[src/rtl/md_rom_loader.sv]
// md_rom_loader: packs the iosys byte stream into SDRAM words behind a small FIFO.
// Optional header checksum output is enabled with `define LOADER_CKSUM_EN.
module md_rom_loader #(
    parameter int                ADDR_W     = 22,
    parameter int                WORD_BYTES = 2,
    parameter bit                BIG_ENDIAN = 1'b1,
    parameter int                FIFO_DEPTH = 4,
    parameter logic [ADDR_W-1:0] SAVE_BASE  = 22'h020000
) (
    input  logic                                   clk,
    input  logic                                   reset,
    input  logic [2:0]                             loading,
    input  logic [7:0]                             loader_do,
    input  logic                                   loader_do_valid,
    output logic [ADDR_W-$clog2(WORD_BYTES)-1:0]   mem_addr,
    output logic [8*WORD_BYTES-1:0]                mem_din,
    output logic [WORD_BYTES-1:0]                  mem_be,
    output logic                                   mem_req,
    input  logic                                   mem_ack,
    output logic                                   core_on,
    output logic [ADDR_W-1:0]                      rom_size,
    output logic                                   busy,
    output logic                                   overflow
`ifdef LOADER_CKSUM_EN
    ,
    output logic [15:0]                            cksum
`endif
);

    localparam int LB   = $clog2(WORD_BYTES);
    localparam int WA_W = ADDR_W - LB;
    localparam int DW   = 8 * WORD_BYTES;
    localparam int PW   = $clog2(FIFO_DEPTH);

    typedef enum logic [1:0] {
        S_IDLE,
        S_LOAD,
        S_FLUSH,
        S_DONE
    } state_t;

    state_t                state;
    logic [2:0]            loading_r;
    logic                  act_r;
    logic [2:0]            target;
    logic [ADDR_W-1:0]     cnt;
    logic [DW-1:0]         pack_d;
    logic [WORD_BYTES-1:0] pack_be;
    logic [WA_W-1:0]       pack_addr;

    logic [WA_W-1:0]       f_addr [FIFO_DEPTH];
    logic [DW-1:0]         f_din  [FIFO_DEPTH];
    logic [WORD_BYTES-1:0] f_be   [FIFO_DEPTH];
    logic [PW-1:0]         wp;
    logic [PW-1:0]         rp;
    logic [PW:0]           fcnt;

    logic                  rise;
    logic                  fall;
    logic                  take_byte;
    logic [LB-1:0]         lane;
    logic                  last_lane;
    logic [DW-1:0]         byte_word;
    logic [WORD_BYTES-1:0] byte_be;
    logic [ADDR_W-1:0]     base;
    logic                  push_v;
    logic [WA_W-1:0]       push_addr;
    logic [DW-1:0]         push_din;
    logic [WORD_BYTES-1:0] push_be;
    logic                  pop;
    logic                  full;
    logic                  wr;
    logic                  drop;

    always_comb begin
        rise      = (loading_r != 3'd0) && !act_r;
        fall      = (loading_r == 3'd0) && act_r;
        take_byte = (state == S_LOAD) && loader_do_valid;
        lane      = cnt[LB-1:0];
        last_lane = (lane == LB'(WORD_BYTES - 1));
        base      = (target == 3'd2) ? SAVE_BASE : '0;
        byte_word = pack_d;
        byte_be   = pack_be;
        for (int i = 0; i < WORD_BYTES; i++) begin
            if (LB'(BIG_ENDIAN ? WORD_BYTES - 1 - i : i) == lane) begin
                byte_word[8*i +: 8] = loader_do;
                byte_be[i]          = 1'b1;
            end
        end

        push_v    = 1'b0;
        push_addr = pack_addr;
        push_din  = byte_word;
        push_be   = byte_be;
        if (take_byte && last_lane) begin
            push_v = 1'b1;
        end else if (state == S_FLUSH && pack_be != '0) begin
            push_v   = 1'b1;
            push_din = pack_d;
            push_be  = pack_be;
        end

        pop  = (fcnt != '0) && (mem_req == mem_ack);
        full = (fcnt == (PW+1)'(FIFO_DEPTH));
        // a pop in the same cycle frees the slot, so a full FIFO still accepts
        wr   = push_v && (!full || pop);
        drop = push_v && !wr;
    end

    always_ff @(posedge clk) begin
        if (reset) begin
            state     <= S_IDLE;
            loading_r <= '0;
            act_r     <= 1'b0;
            target    <= '0;
            cnt       <= '0;
            pack_d    <= '0;
            pack_be   <= '0;
            pack_addr <= '0;
            wp        <= '0;
            rp        <= '0;
            fcnt      <= '0;
            mem_addr  <= '0;
            mem_din   <= '0;
            mem_be    <= '0;
            mem_req   <= 1'b0;
            core_on   <= 1'b0;
            rom_size  <= '0;
            busy      <= 1'b0;
            overflow  <= 1'b0;
`ifdef LOADER_CKSUM_EN
            cksum     <= '0;
`endif
        end else begin
            loading_r <= loading;
            act_r     <= (loading_r != 3'd0);

            if (wr) begin
                f_addr[wp] <= push_addr;
                f_din[wp]  <= push_din;
                f_be[wp]   <= push_be;
                wp         <= wp + PW'(1);
            end
            if (pop) begin
                mem_addr <= f_addr[rp];
                mem_din  <= f_din[rp];
                mem_be   <= f_be[rp];
                mem_req  <= ~mem_req;
                rp       <= rp + PW'(1);
            end
            case ({wr, pop})
                2'b10:   fcnt <= fcnt + (PW+1)'(1);
                2'b01:   fcnt <= fcnt - (PW+1)'(1);
                default: fcnt <= fcnt;
            endcase
            if (drop) begin
                overflow <= 1'b1;
            end

            case (state)
                S_IDLE: begin
                    if (rise && (loading_r == 3'd1 || loading_r == 3'd2)) begin
                        state    <= S_LOAD;
                        target   <= loading_r;
                        cnt      <= '0;
                        pack_d   <= '0;
                        pack_be  <= '0;
                        overflow <= 1'b0;
                        core_on  <= 1'b0;
                        busy     <= 1'b1;
`ifdef LOADER_CKSUM_EN
                        if (loading_r == 3'd1) begin
                            cksum <= '0;
                        end
`endif
                    end
                end
                S_LOAD: begin
                    if (take_byte) begin
                        pack_d  <= last_lane ? '0 : byte_word;
                        pack_be <= last_lane ? '0 : byte_be;
                        if (lane == '0) begin
                            pack_addr <= WA_W'((cnt + base) >> LB);
                        end
                        cnt <= cnt + ADDR_W'(1);
`ifdef LOADER_CKSUM_EN
                        // even offsets feed the high half, so a trailing byte lands as {b, 00}
                        if (target == 3'd1 && cnt >= ADDR_W'(12'h200)) begin
                            cksum <= cksum + (cnt[0] ? {8'h00, loader_do}
                                                     : {loader_do, 8'h00});
                        end
`endif
                    end
                    if (fall) begin
                        state <= S_FLUSH;
                    end
                end
                S_FLUSH: begin
                    if (pack_be != '0) begin
                        pack_d  <= '0;
                        pack_be <= '0;
                    end else if (fcnt == '0 && mem_req == mem_ack) begin
                        state <= S_DONE;
                    end
                end
                S_DONE: begin
                    if (target == 3'd1) begin
                        rom_size <= cnt;
                    end
                    core_on <= 1'b1;
                    busy    <= 1'b0;
                    state   <= S_IDLE;
                end
                default: state <= S_IDLE;
            endcase
        end
    end

endmodule

[config.mk]
export PLATFORM = sky130hd
export DESIGN_NAME = md_rom_loader
export DESIGN_NICKNAME = d
export VERILOG_FILES = /design/src/rtl/md_rom_loader.sv
export SDC_FILE = /design/constraint.sdc
export NUM_CORES = 1
export LEC_CHECK = 0
export CORE_ASPECT_RATIO = 1.5
export CORE_MARGIN = 1.5
export CORE_UTILIZATION = 61
export CTS_BUF_LIST = sky130_fd_sc_hd__clkbuf_8
export DETAILED_ROUTE_END_ITERATION = 12
export HOLD_SLACK_MARGIN = 0.15
export MAX_ROUTING_LAYER = met4
export PLACE_DENSITY = 0.92
export SYNTH_ARGS = -nofsm -noshare
export SYNTH_HDL_FRONTEND = slang
export SYNTH_SLANG_ARGS = --single-unit
[constraint.sdc]
create_clock -name clk -period 3.7 [get_ports clk]
set_input_delay 0.37 -clock clk [delete_from_list [all_inputs] [get_ports clk]]
set_output_delay 0.37 -clock clk [all_outputs]
set_load 0.05 [all_outputs]
# Yosys cells after proc, flatten, opt, wreduce, memory -nomap -nowiden

Memory sizes are Yosys's and may differ from the RTL's. A register that Yosys moved wholly into a read port is not among the register bits.
Index checks and enable logic that the tools add are counted.

Memories kept: 3
Register bits: 103
Bits in writable memories: 156
Output and inout port bits: 65

Reduce and logical (&&, ||, !) cells: 32
Bitwise logic cells: 2
Muxes and demuxes: 40
Eq/ne operators: 17
Add/sub/neg operators: 6

Memory list:

| name   | words | bits a word | rd ports | clocked after Yosys merged registers in | write ports | line | RTL |
|---|---|---|---|---|---|---|---|
| f_addr | 4     | 21          | 1        | 1                                       | 1           | 51   | `logic [WA_W-1:0] f_addr [FIFO_DEPTH];` |
| f_din  | 4     | 16          | 1        | 1                                       | 1           | 52   | `logic [DW-1:0] f_din [FIFO_DEPTH];` |
| f_be   | 4     | 2           | 1        | 1                                       | 1           | 53   | `logic [WORD_BYTES-1:0] f_be [FIFO_DEPTH];` |

Operator list:

| kind                                                                  | count |
|---|---|
| 16-bit two-way mux                                                    | 6 |
| 16-bit case mux with 3 select lines                                   | 1 |
| 22-bit two-way mux                                                    | 2 |
| 22-bit case mux with 2 select lines                                   | 1 |
| 22-bit by 1-bit adder with 22-bit output, second input constant       | 1 |
| 22-bit by 18-bit adder with 22-bit output                             | 1 |
| 2-bit two-way mux                                                     | 10 |
| 18-bit two-way mux                                                    | 1 |
| 8-bit two-way mux                                                     | 2 |
| 1-bit two-way mux                                                     | 12 |
| 1-bit logical AND                                                     | 10 |
| 3-bit nonzero test                                                    | 3 |
| 2-bit != test, second input constant                                  | 4 |
| 2-bit case mux with 4 select lines                                    | 1 |
| 4-bit AND reduction                                                   | 2 |
| 2-bit nonzero test                                                    | 4 |
| 2-bit equality test, second input constant                            | 3 |
| 3-bit by 1-bit equality test with 1-bit output, second input constant | 2 |
| 3-bit by 2-bit equality test with 1-bit output, second input constant | 2 |
| 3-bit logical NOT                                                     | 2 |
| 2-bit case mux with 3 select lines                                    | 1 |
| 3-bit case mux with 2 select lines                                    | 1 |
| 2-bit AND reduction                                                   | 3 |
| 3-bit AND reduction                                                   | 2 |
| 12 further kinds                                                      | 20 |

# Logic depth before layout (Yosys ltp)

Word-level depth: 10
Gate-level depth with buffers: 10
Depth with buffers taken out: 9

# Least setup slack after synthesis

OpenSTA, ideal clock, no wires.

Path type: reg-to-reg
Start point: register mem_req
End point: memory f_addr[0][0] (netlist name), enable pin
Path slack: 0.869 ns
Data arrival time: 2.430 ns
Setup time: 0.400 ns
Cell stages (with the launch flop): 4
Buffers on the path: 0
Cell sequence: dfxtp_1 xor2_1 a32oi_1 and3_1

Longest elaborated chain between the ends: 7

Ends and longest elaborated chain:

| element                                 | line | RTL |
|---|---|---|
| start, declared                         | 18   | `output logic mem_req,` |
| start signal, assigned                  | 148  | `mem_req <= ~mem_req;` |
| 1-bit equality test                     | 103  | `pop = (fcnt != '0) && (mem_req == mem_ack);` |
| 1-bit logical AND                       | 103  |  |
| 1-bit logical OR                        | 106  | `wr = push_v && (!full \|\| pop);` |
| 1-bit logical AND                       | 106  |  |
| 1-bit two-way mux                       | 138  | `if (wr) begin` |
| 1-bit two-way mux                       | 111  | `if (reset) begin` |
| 1-bit two-way mux (implied by the code) | 139  | `f_addr[wp] <= push_addr;` |
| end, declared                           | 51   |  |

Every way passes these cells.

# Worst setup path in the final report

Start point: register state[0]
End point: memory f_din[1][1] (netlist name), enable pin

Longest elaborated chain between the ends: 8

Ends and longest elaborated chain:

| element                                                                                      | line   | RTL |
|---|---|---|
| start, declared                                                                              | 42     | `state_t state;` |
| start signal, assigned                                                                       | 112    | `state <= S_IDLE;` |
| start signal, assigned                                                                       | 163    | `state <= S_LOAD;` |
| start signal, assigned                                                                       | 195    | `state <= S_FLUSH;` |
| 2-bit equality test / 2-bit by 1-bit equality test with 1-bit output (equally long branches) | 97, 78 |  |
| 1-bit logical AND (on tied branches)                                                         | 97, 78 |  |
| 1-bit two-way mux / 1-bit logical AND (equally long branches)                                | 97, 95 |  |
| 1-bit two-way mux *                                                                          | 95     | `if (take_byte && last_lane) begin` |
| 1-bit logical AND *                                                                          | 106    |  |
| 1-bit two-way mux *                                                                          | 138    |  |
| 1-bit two-way mux *                                                                          | 111    |  |
| 1-bit two-way mux (implied by the code) *                                                    | 140    | `f_din[wp] <= push_din;` |
| end, declared                                                                                | 52     |  |

Every way passes the cells marked *; elsewhere a longest branch is shown, timed or not.

==> metrics.yaml <==
hold_buffers: 0
area_growth_pct: 16.0
synth_edf_count: 156
worst_path_largest_cell_delay_ns: 0.62
ctsHtreeMaxLevel: 2
crit_family: "compound AO/OA/AOI/OAI gates"
drv_slew: 0
crit_fanout: 39
start_util_pct: 62.1
syn_inst: 907
period_share_pct: 74.5
final_cell_mix: "nand2_1, edfxtp_1, dfxtp_1, a21oi_1, clkdlybuf4s50_1"
holdCritPathClass: "input pin to flop"
nets: 1023
avgRoutedWirePerCell_um: 18.6
ios: 80
ys_types: 47
antenna_cells: 0
setup_slack_ns: 0.945
die_y_um: 171
nFillCells: 1193
timing.fmax_mhz: 363
gp_congestion: 0.835
rows: 61
hold_violations: 0
synth-warning-count: 0
leakage_nw: 4.27
peakVddDrop_uv: 547
dp.cells: 1204
dr.pass1.iters: 6
crit_buf_inv: 2
yosysTopAreaCell: "edfxtp_1"
power_density_mw_per_mm2: 610
grt_pass1_vias: 7465
status: "complete, no violations"
cp.required_ns: 3.84
ys_ff_latch: 298
drive_gt1_share_pct: 13.6
via_per_inst: 5.85
critPathKind: "flop to flop"
fin_crit_ns: 2.75
wl_um: 23800
dieWidth_um: 115
overflow: 0
worstSetupEndpointType: "flop"
seq_area_mm2: 0.00753
clock_sinks: 298
final_cell_area_mm2: 0.0133
drcViolationCount: 0
die_area_mm2: 0.0197
tritoncts: "done"
postSynth.asyncResetShare_pct: 0
startpoint_type: "flop"
r2r_cells: 6
cts_resized: 0
ctsRootBufferMaster: "clkbuf_8"
vias: 7463
dp_hpwl_um: 15000
slew_headroom_pct: 15.3
ant_nets: 0
hold_path_depth: 2
place_area_mm2: 0.0125
path_clk_slew_ns: 0.06
numCtsBuffers: 41
layout_commonest_cell: "nand2_1"
crit_cells: 6
holdWs_ns: 0.311
drt_iter0_drc: 591
grt.total_usage_pct: 25.6
synthesis.nets: 935
tightestPinTransition_ns: 1.26
cp_slowest_cell: "a32oi_1"
clock_path_buffers: 3
post-cts-setup-buffers: 0
core_area_mm2: 0.0185
tns_ns: 0
fin_cells: 1276
synth_top_area_share_pct: 40.8
multiInputGateArea_mm2: 0.00370
grt_max_degree: 63
rsz0062_at_grt: "no"
port_buffers: 79
synth_area_mm2: 0.0115
synth.avg_cell_area_um2: 12.6
finalSetupViolations: 0
drv_cap: 0
grt_antenna_before_repair: 0
crit_chain: "inv_1 > ha_1 > o21ai_0 > a32oi_1 > and3_1 > buf_4"
synth_area_leaders: "edfxtp_1, dfxtp_1, mux4_2"
synthFlopType: "edfxtp_1"
ys_seq_area_share_pct: 65.6
worst-endpoint-arrival_ns: 2.89
place_ws_ns: 0.809
fin_worst_skew_ns: 0.0286
grt_pass1_wl_um: 37800
clock_latency_ns: 0.53
==> registers in the layout, indices dropped and copies added (netlist names) <==
signal / cells
act_r: 1
wp: 2
mem_req: 1
state: 2
cnt: 22
busy: 1
mem_addr: 21
f_be: 8
pack_addr: 21
f_din: 64
f_addr: 84
overflow: 1
rom_size: 22
target: 3
loading_r: 3
rp: 2
mem_din: 16
pack_d: 16
core_on: 1
pack_be: 2
mem_be: 2
fcnt: 3
==> area by class of cell <==
cell class              instances  area share (%)
repair buffers                 95            6.83
clock buffers                  44            4.55
flip-flops and latches        298            56.6
clock inverters                28            1.48
inverters                      12           0.339
multi-input cells             547            27.8
well taps                     252            2.37
==> final timing paths <==
path	from	endpoint	slack, ns
hold reg to reg	mem_addr[17]	mem_addr[17]	0.45
setup / recovery	state[0]	f_din[1][1]	0.95
hold / removal	reset	wp[1]	0.31
setup reg to reg	state[0]	f_din[1][1]	0.95
==> power breakdown <==
| part | switching [mW] | internal [mW] | leakage [nW] | total (mW) |
|---|---|---|---|---|
| registers | 0.151 | 3.66 | 2.47 | 3.81 |
| logic | 1.16 | 0.674 | 1.35 | 1.84 |
| clock network | 1.15 | 1.31 | 0.444 | 2.47 |
| total | 2.47 | 5.65 | 4.27 | 8.11 |
==> cell families (layout without fill, tap and decap cells) <==
kind of cell             count (synthesis)  after routing  synth area share (%)
flip-flops                             298            298                  65.6
XOR/XNOR                                 9              9                 0.752
AND/OR/NAND/NOR                        307            307                  12.1
adder cells (fa/ha/maj)                 13             13                  1.48
multiplexers                            74             74                  10.9
buffers and inverters                   62            179                  2.18
AO/OA/AOI/OAI                          144            144                  7.01
==> per-layer routing <==
| metal | GRT usage, % | vias to the layer above | routed length (um) |
|---|---|---|---|
| met5 | - | - | 0 |
| met4 | 8.75 | 0 | 549 |
| met3 | 4.00 | 54 | 1250 |
| met2 | 44.6 | 282 | 12600 |
| met1 | 30.2 | 3655 | 9370 |
| li1 | - | 3472 | - |
==> metrics by stage <==
stage	total power [mW]	utilization, %
floorplan	5.20	-
global placement	5.63	67.7
detailed placement	5.70	67.7
CTS	8.14	72.0
global route	8.44	72.0
finish	8.11	72.0
==> synth_stat cells (9+ instances only) <==
cell type  instances
or4_1              9
mux2_2            19
o21ai_0           13
dfxtp_1          142
mux2i_1           16
and2_1            12
nand2_1          199
ha_1              12
buf_2             12
edfxtp_1         156
inv_1             12
nand3_1           14
a21oi_1          101
clkbuf_1          29
nor2_1            19
mux4_2            39
and3_1            10
o31ai_1            9
No activity file was read; power rests on OpenSTA's default activity.
